**src/rtl/hsi_burst_scheduler.sv**
```systemverilog
// Round-robin owner of one HSI stream generator: grants a requester, programs a counted burst,
// sequences start/stop/hold around gen_done. Define HSI_SCHED_TIMEOUT_EN to add the RUN watchdog.
module hsi_burst_scheduler #(
  parameter int NCH          = 4,
  parameter int SETUP_CYCLES = 2,
  parameter int MIN_GAP      = 4,
  parameter int TIMEOUT      = 4096
) (
  input  logic              clock,
  input  logic              reset_n,
  input  logic [NCH-1:0]    req,
  input  logic [16*NCH-1:0] req_nsamples,
  input  logic              abort,
  input  logic              pause,
  input  logic              gen_done,
  output logic              gen_start,
  output logic              gen_stop,
  output logic              gen_hold,
  output logic [1:0]        gen_mode,
  output logic [15:0]       gen_nsamples,
  output logic [1:0]        gen_channel,
  output logic [NCH-1:0]    grant,
  output logic [NCH-1:0]    ack,
  output logic              busy,
  output logic              timeout_err,
  output logic [2:0]        dbg_state
);
  localparam int IW   = (NCH > 1) ? $clog2(NCH) : 1;
  localparam int CMAX = (SETUP_CYCLES > MIN_GAP) ? SETUP_CYCLES : MIN_GAP;
  localparam int CW   = $clog2(CMAX + 1);

  typedef enum logic [2:0] {
    S_IDLE  = 3'd0,
    S_ARB   = 3'd1,
    S_SETUP = 3'd2,
    S_RUN   = 3'd3,
    S_DRAIN = 3'd4,
    S_GAP   = 3'd5
  } state_t;

  // Handshake: req is a level held by the requester until ack; ack is a single-cycle pulse
  // and grant stays one-hot from SETUP through DRAIN.
  state_t          state;
  state_t          after_ack;
  logic [IW-1:0]   ptr;
  logic [IW-1:0]   pick_idx;
  logic            pick_valid;
  logic [15:0]     pick_ns;
  logic [CW-1:0]   phase_cnt;
  logic            wd_fire;

  // First set request at or after ptr; scanning downward lets the lowest offset win.
  always_comb begin
    pick_valid = 1'b0;
    pick_idx   = '0;
    for (int k = NCH - 1; k >= 0; k--) begin
      if (req[(int'(ptr) + k) % NCH]) begin
        pick_valid = 1'b1;
        pick_idx   = IW'((int'(ptr) + k) % NCH);
      end
    end
  end

  assign pick_ns = req_nsamples[int'(pick_idx) * 16 +: 16];

  always_comb begin
    after_ack = S_GAP;
    if (MIN_GAP == 0) after_ack = (|req) ? S_ARB : S_IDLE;
  end

`ifdef HSI_SCHED_TIMEOUT_EN
  localparam int TW = $clog2(TIMEOUT + 1);
  logic [TW-1:0] run_cnt;

  assign wd_fire = (state == S_RUN) && !pause && (run_cnt == TW'(TIMEOUT - 1));

  // SETUP always precedes RUN, so clearing there clears the count on RUN entry.
  always_ff @(posedge clock or negedge reset_n) begin
    if (!reset_n) begin
      run_cnt     <= '0;
      timeout_err <= 1'b0;
    end else begin
      if (state == S_SETUP) run_cnt <= '0;
      else if (state == S_RUN && !pause && run_cnt != TW'(TIMEOUT)) run_cnt <= run_cnt + 1'b1;
      if (wd_fire) timeout_err <= 1'b1;
    end
  end
`else
  assign wd_fire     = 1'b0;
  assign timeout_err = 1'b0;
`endif

  always_ff @(posedge clock or negedge reset_n) begin
    if (!reset_n) begin
      state        <= S_IDLE;
      ptr          <= '0;
      phase_cnt    <= '0;
      gen_start    <= 1'b0;
      gen_stop     <= 1'b0;
      gen_hold     <= 1'b0;
      gen_mode     <= 2'b00;
      gen_nsamples <= '0;
      gen_channel  <= '0;
      grant        <= '0;
      ack          <= '0;
    end else begin
      ack <= '0;
      case (state)
        S_IDLE: if (|req && !gen_done) state <= S_ARB;
        S_ARB: begin
          if (!pick_valid) begin
            state <= S_IDLE;
          end else begin
            ptr       <= (pick_idx == IW'(NCH - 1)) ? '0 : pick_idx + 1'b1;
            gen_mode  <= 2'b01;
            phase_cnt <= '0;
            if (pick_ns == 16'd0) begin
              ack[pick_idx] <= 1'b1;
              state         <= after_ack;
            end else begin
              grant[pick_idx] <= 1'b1;
              gen_nsamples    <= pick_ns;
              gen_channel     <= 2'(pick_idx);
              state           <= S_SETUP;
            end
          end
        end
        S_SETUP: begin
          if (phase_cnt == CW'(SETUP_CYCLES - 1)) begin
            gen_start <= 1'b1;
            gen_stop  <= 1'b0;
            gen_hold  <= 1'b0;
            state     <= S_RUN;
          end else begin
            phase_cnt <= phase_cnt + 1'b1;
          end
        end
        S_RUN: begin
          if (gen_done) begin
            gen_start <= 1'b0;
            gen_stop  <= 1'b0;
            gen_hold  <= 1'b0;
            state     <= S_DRAIN;
          end else begin
            // Once a stop is requested it sticks until done, and hold is kept low so it lands.
            gen_stop <= gen_stop | abort | wd_fire;
            gen_hold <= pause & ~abort & ~gen_stop & ~wd_fire;
          end
        end
        S_DRAIN: begin
          if (!gen_done) begin
            ack       <= grant;
            grant     <= '0;
            phase_cnt <= '0;
            state     <= after_ack;
          end
        end
        S_GAP: begin
          if (phase_cnt == CW'(MIN_GAP - 1)) state <= S_IDLE;
          else phase_cnt <= phase_cnt + 1'b1;
        end
        default: state <= S_IDLE;
      endcase
    end
  end

  assign busy      = (state != S_IDLE);
  assign dbg_state = state;

endmodule

```
**config.mk**
```make
export PLATFORM = sky130hd
export DESIGN_NAME = hsi_burst_scheduler
export DESIGN_NICKNAME = d
export VERILOG_FILES = /design/src/rtl/hsi_burst_scheduler.sv
export SDC_FILE = /design/constraint.sdc
export NUM_CORES = 1
export LEC_CHECK = 0
export CAP_MARGIN = 0
export CORE_ASPECT_RATIO = 0.6
export CORE_MARGIN = 2
export CORE_UTILIZATION = 43
export CTS_BUF_LIST = sky130_fd_sc_hd__clkbuf_16
export DETAILED_ROUTE_END_ITERATION = 10
export MAX_ROUTING_LAYER = met4
export PLACE_DENSITY_LB_ADDON = 0.05
export SKIP_CTS_REPAIR_TIMING = 1
export SKIP_LAST_GASP = 1
export SYNTH_ARGS = -nofsm -noshare
export SYNTH_HDL_FRONTEND = slang
export SYNTH_SLANG_ARGS = --single-unit
```
**constraint.sdc**
```tcl
create_clock -name clock -period 4 [get_ports clock]
set_clock_uncertainty 0.05 [all_clocks]
set_input_delay 0.6 -clock clock [delete_from_list [all_inputs] [get_ports clock]]
set_output_delay 0.6 -clock clock [all_outputs]
set_load 0.01 [all_outputs]
```
## Word-level counts from Yosys, hierarchy flattened

Cells that the tools add are included.

| word-level totals | value |
|---|---|
| register bits | 38 |
| input bits | 73 |
| logic and storage cells | 121 |

| cells by class | value |
|---|---|
| add/sub/neg operators | 5 |
| order comparisons | 6 |
| eq/ne operators | 17 |
| shifts and indexed selects | 1 |
| multiplexer cells | 51 |
| bitwise gates (word level) | 10 |
| reduce and logical (&&, ||, !) cells | 20 |

Operators with widths:

| operator | count |
|---|---|
| $shiftx A64 B7 Y16 | 1 |
| $mux W3 | 11 |
| $mux W4 | 6 |
| $ne A2 B2 Y1 const B | 9 |
| $pmux W3 S6 | 1 |
| $mux W1 | 17 |
| $logic_not A16 Y1 | 1 |
| $pmux W4 S2 | 2 |
| $lt A3 B4 Y1 const B | 3 |
| $pmux W3 S4 | 1 |
| $mux W2 | 5 |
| $reduce_and A5 Y1 | 2 |
| $eq A3 B2 Y1 const B | 3 |
| $bmux W1 S2 | 4 |
| $eq A3 B1 Y1 const B | 2 |
| $eq A3 B3 Y1 const B | 2 |
| $lt A2 B3 Y1 const B | 2 |
| $pmux W1 S2 | 3 |
| $reduce_and A3 Y1 | 2 |
| $reduce_or A2 Y1 | 3 |
| $add A2 B1 Y2 const B | 2 |
| $add A2 B2 Y2 const B | 2 |
| $or A4 B4 Y4 | 1 |
| $reduce_and A2 Y1 | 2 |
| other kinds (16) | 23 |

## Longest topological paths before layout

| depth | value |
|---|---|
| depth after elaboration | 18 |
| gate-level depth with buffers | 11 |

## Worst setup path before layout

No wires, ideal clock.

| path | value |
|---|---|
| kind | input to register |
| start point | in req[2] |
| end point | reg gen_nsamples[12] |
| setup time | 0.128 ns |
| arrival time | 3.037 ns |
| data required time | 3.822 ns |
| setup slack | 0.786 ns |
| cell stages on the path | 10 |
| cell sequence | nor2b_1 a221o_2 buf_6 and3_1 a211oi_1 o22ai_1 or4_4 o21ai_2 buf_6 mux2_1 |

| between the ends | value |
|---|---|
| word-level cells in the longest chain between the ends | 11 |

Ends and longest elaborated chain:

| what | RTL line | source |
|---|---|---|
| from (decl) | 11 | `input logic [NCH-1:0] req,` |
| $bmux W1 S2 | 57 | `if (req[(int'(ptr) + k) % NCH]) begin` |
| $mux W1 (implied by the code) (2 in a row) | 57 |  |
| $mux W2 (4 in a row) | 57 |  |
| $shiftx A64 B7 Y16 | 64 | `assign pick_ns = req_nsamples[int'(pick_idx) * 16 +: 16];` |
| $logic_not A16 Y1 | 117 | `if (pick_ns == 16'd0) begin` |
| $not A1 Y1 (no line) | n/a |  |
| $reduce_and A3 Y1 (no line) | n/a |  |
| to (signal assigned) | 122 | `gen_nsamples <= pick_ns;` |
| to (decl) | 20 | `output logic [15:0] gen_nsamples,` |

Several ways; a longest one is shown, not always the timed one. The select of a mux whose other input is x is not followed.
A chain may end at the register's enable or synchronous reset.

## Worst setup path after layout

| path | value |
|---|---|
| start point | in req[2] |
| end point | reg gen_nsamples[10] |

The elaborated chain is that of the path after synthesis.

==> metrics <==
Worst setup SP type=input pin; Mapped Cells=266; Fin Hold WS=about 380 ps; Final Core Density=a little under 70%; Tcrit/Tclk final=92.06%; Distinct cells, synth=between 40 and 50; Top Ports=109; ANT cells=0; maxcap violations=0; HPWL after DPL=around 5400 um; fillers=449; area grow syn2layout=52.93%; initial antenna violation count=0; Rel. slew slack=43.68%; Tmin final=between 3000 and 4000 ps; Final Max Tran Viols=0; Top FF cell, synth=dfrtp_1; Die X=102.0 um; IO buf count=106; layout cell share with drive strength beyond 1=between 10% and 20%; Leak=1.626 nW; crit-path max cell delay=570 ps; Max Clock Freq=271.6 MHz; Least-Margin Pin Slew=~840 ps; gr ovfl total=0; power per cell area=710.2 nW/um2; maximum VDD drop=0.3735 mV; worst skew pair latency=280 ps; Post-Syn Area per Cell=between 9 and 10 um2; crit path max fanout=32; ranking of synthesized cells by area=dfrtp_1 (38%), a211oi_1 (10%), and3_1 (8.1%), mux2_4 (4.8%), mux2_1 (3.6%); number of global-route vias before repair=2366; Synthesis Warnings=0; Die Area=6411 um2; unrepaired setup endpoints after global routing=false; core area=5570 um2; sequential share of the synthesized area=38.35%; critical path, cell by cell=clkdlybuf4s50_1 > nor2b_1 > a221o_2 > buf_4 > and3_1 > a211oi_1 > o22ai_1 > or4_4 > o21ai_2 > buf_12 > mux2_2; Hold WC Path Type=input pin to asynchronous set/reset pin; drt wl/cell=16.08 um; arrival time at the worst endpoint=3790 ps; Synth Cell Area=2480 um2; FF+latch area=between 900 and 1000 um2; final wirelength=7219 um; clock buffer depth=2; WP data required=4110 ps; Top delay family on crit path=compound AO/OA/AOI/OAI gates; Num CTS Buffers=5; WS Path Type=input pin to flip-flop; CTS tree=yes; DRT iter0 DRCs=122; largest net degree at the start of global routing=39; first-pass GRT wire length=11920 um; Post-synth ARST share=between 90% and 100%; post-synth top area cell=dfrtp_1; status=finished clean; DR vias/cell=5.298; starting density of the core=44.52%; area occupied by multi-input gates=1376 um2; CP bufs+invs=3; Final setup viols=0; area share of the largest cell type after synthesis=between 30% and 40%; drt pass-1 iters=4; final hold viol count=0; number of synthesized flops with an enable pin=0; Critical Path Sink Type=flip-flop; Die H=62.83 um; DRT antenna net count=0; clk slew on worst S/H paths=60 ps; NumNets Final=448; clock root cell=clkbuf_16; row count=21; H-Tree Level Count=2; Max stage delay cell, worst path=or4_4; detailed-route DRC error count=0; setup TNS=0 ps; Tot GR Track Use=24.29%; global placer's final weighted congestion=~0.9; flops & latches, synth=38; # clock sinks=38; DR vias=2379
per-layer routing:
metal  vias up  GRT usage [%]  part of all wire, %
met2        83          33.63                   40
met4         0          5.000                 0.82
met1      1111          36.14                   52
met3         7          5.817                  6.6
met5         -              -                    0
li1       1178              -                    -
worst register-to-register path: stages (launching register included):
cell and delay (ps):
dfrtp_1 420, nand2_1 90, a221o_2 350, buf_4 220
and3_1 200, a211oi_1 350, o22ai_1 140, or4_4 570
o21ai_2 170, buf_12 200, mux2_2 350
path summary, 6_finish.rpt:
check                                              from  slack, ps  cells past startpoint                            to
max in group asynchronous                       reset_n       2990                      1   gen_nsamples[3]$_DFFE_PN0P_
worst min register to register  gen_mode[0]$_DFFE_PN0P_        420                      1       gen_mode[0]$_DFFE_PN0P_
worst min-delay path                            reset_n        380                      1              ack[1]$_DFF_PN0_
worst max register to register       ptr[1]$_DFFE_PN0P_        770                     10  gen_nsamples[10]$_DFFE_PN0P_
worst max-delay path                             req[2]        320                     11  gen_nsamples[10]$_DFFE_PN0P_
min in group clock              gen_mode[0]$_DFFE_PN0P_        420                      1       gen_mode[0]$_DFFE_PN0P_
Yosys cell counts (all sizes together), types with 2 or more instances:
master,count
nor2b,5
a21oi,7
nor4,2
or4,3
and3,32
clkbuf,8
o21ai,17
nand2,19
mux2,20
ha,7
dfrtp,38
inv,12
and2,2
buf,10
a211oi,33
o22ai,9
nor2,24
power by group:
part,internal [mW],switching [mW]
Combinational,0.769,0.698
Sequential,0.555,0.157
Clock,0.358,0.157
Total,1.68,1.01
through the flow:
step / area, um2 / power, mW / instances / worst slack (ps)
after detailed placement: 3598 / 2.181 / 441 / 37.02
after global routing: 3792 / 2.882 / 449 / 153.4
final: 3792 / 2.693 / 449 / 317.6
after global placement: 3598 / 2.151 / 441 / 76.22
after floorplan: 2484 / 1.576 / 267 / 785.7
after CTS: 3792 / 2.708 / 449 / 326.3
kinds of logic (layout without fill, tap and decap cells):
| logic type | count (synthesis) | after routing | share of synthesized area (%) |
|---|---|---|---|
| adders and majority gates | 7 | 7 | 3.532 |
| muxes | 21 | 21 | 10.70 |
| buffers and inverters | 30 | 132 | 6.458 |
| other | 1 | 2 | 0.1512 |
| AOI/OAI and AO/OA | 74 | 74 | 19.98 |
| DFF | 38 | 38 | 38.35 |
| and+or+nand+nor | 95 | 95 | 20.84 |
layout make-up:
class                      count  share of cell area, %
clock buffer                   5                  3.299
tap                           80                  2.639
timing repair buffer         112                  29.69
inverter                      12                  1.188
sequential                    38                  25.07
clock inverter                 3                  1.815
multi-input combinational    199                  36.29
layout by cell type, fill, tap and decap left out, types with 2 or more instances in the layout:
cell type        count
conb_1               2
nor2_1              24
o22ai_1              9
bufinv_16            2
a21oi_1              7
o21ai_0             12
buf_4                4
clkdlybuf4s50_1    105
or4_4                2
mux2_2               4
nor4_1               2
clkbuf_16            5
buf_12               2
ha_1                 7
inv_1               10
nor2b_1              5
mux2_4               8
o21ai_1              4
nand2_1             19
and3_1              32
dfrtp_1             38
a211oi_1            33
mux2_1               8
inv_2                2
sequential cells by signal, indices dropped and copies added (netlist names):
| register | flops |
|---|---|
| ack | 4 |
| dbg_state | 3 |
| gen_channel | 2 |
| gen_hold | 1 |
| gen_mode | 1 |
| gen_nsamples | 16 |
| gen_start | 1 |
| gen_stop | 1 |
| grant | 4 |
| phase_cnt | 3 |
| ptr | 2 |
No activity file was read; power rests on OpenSTA's default activity.
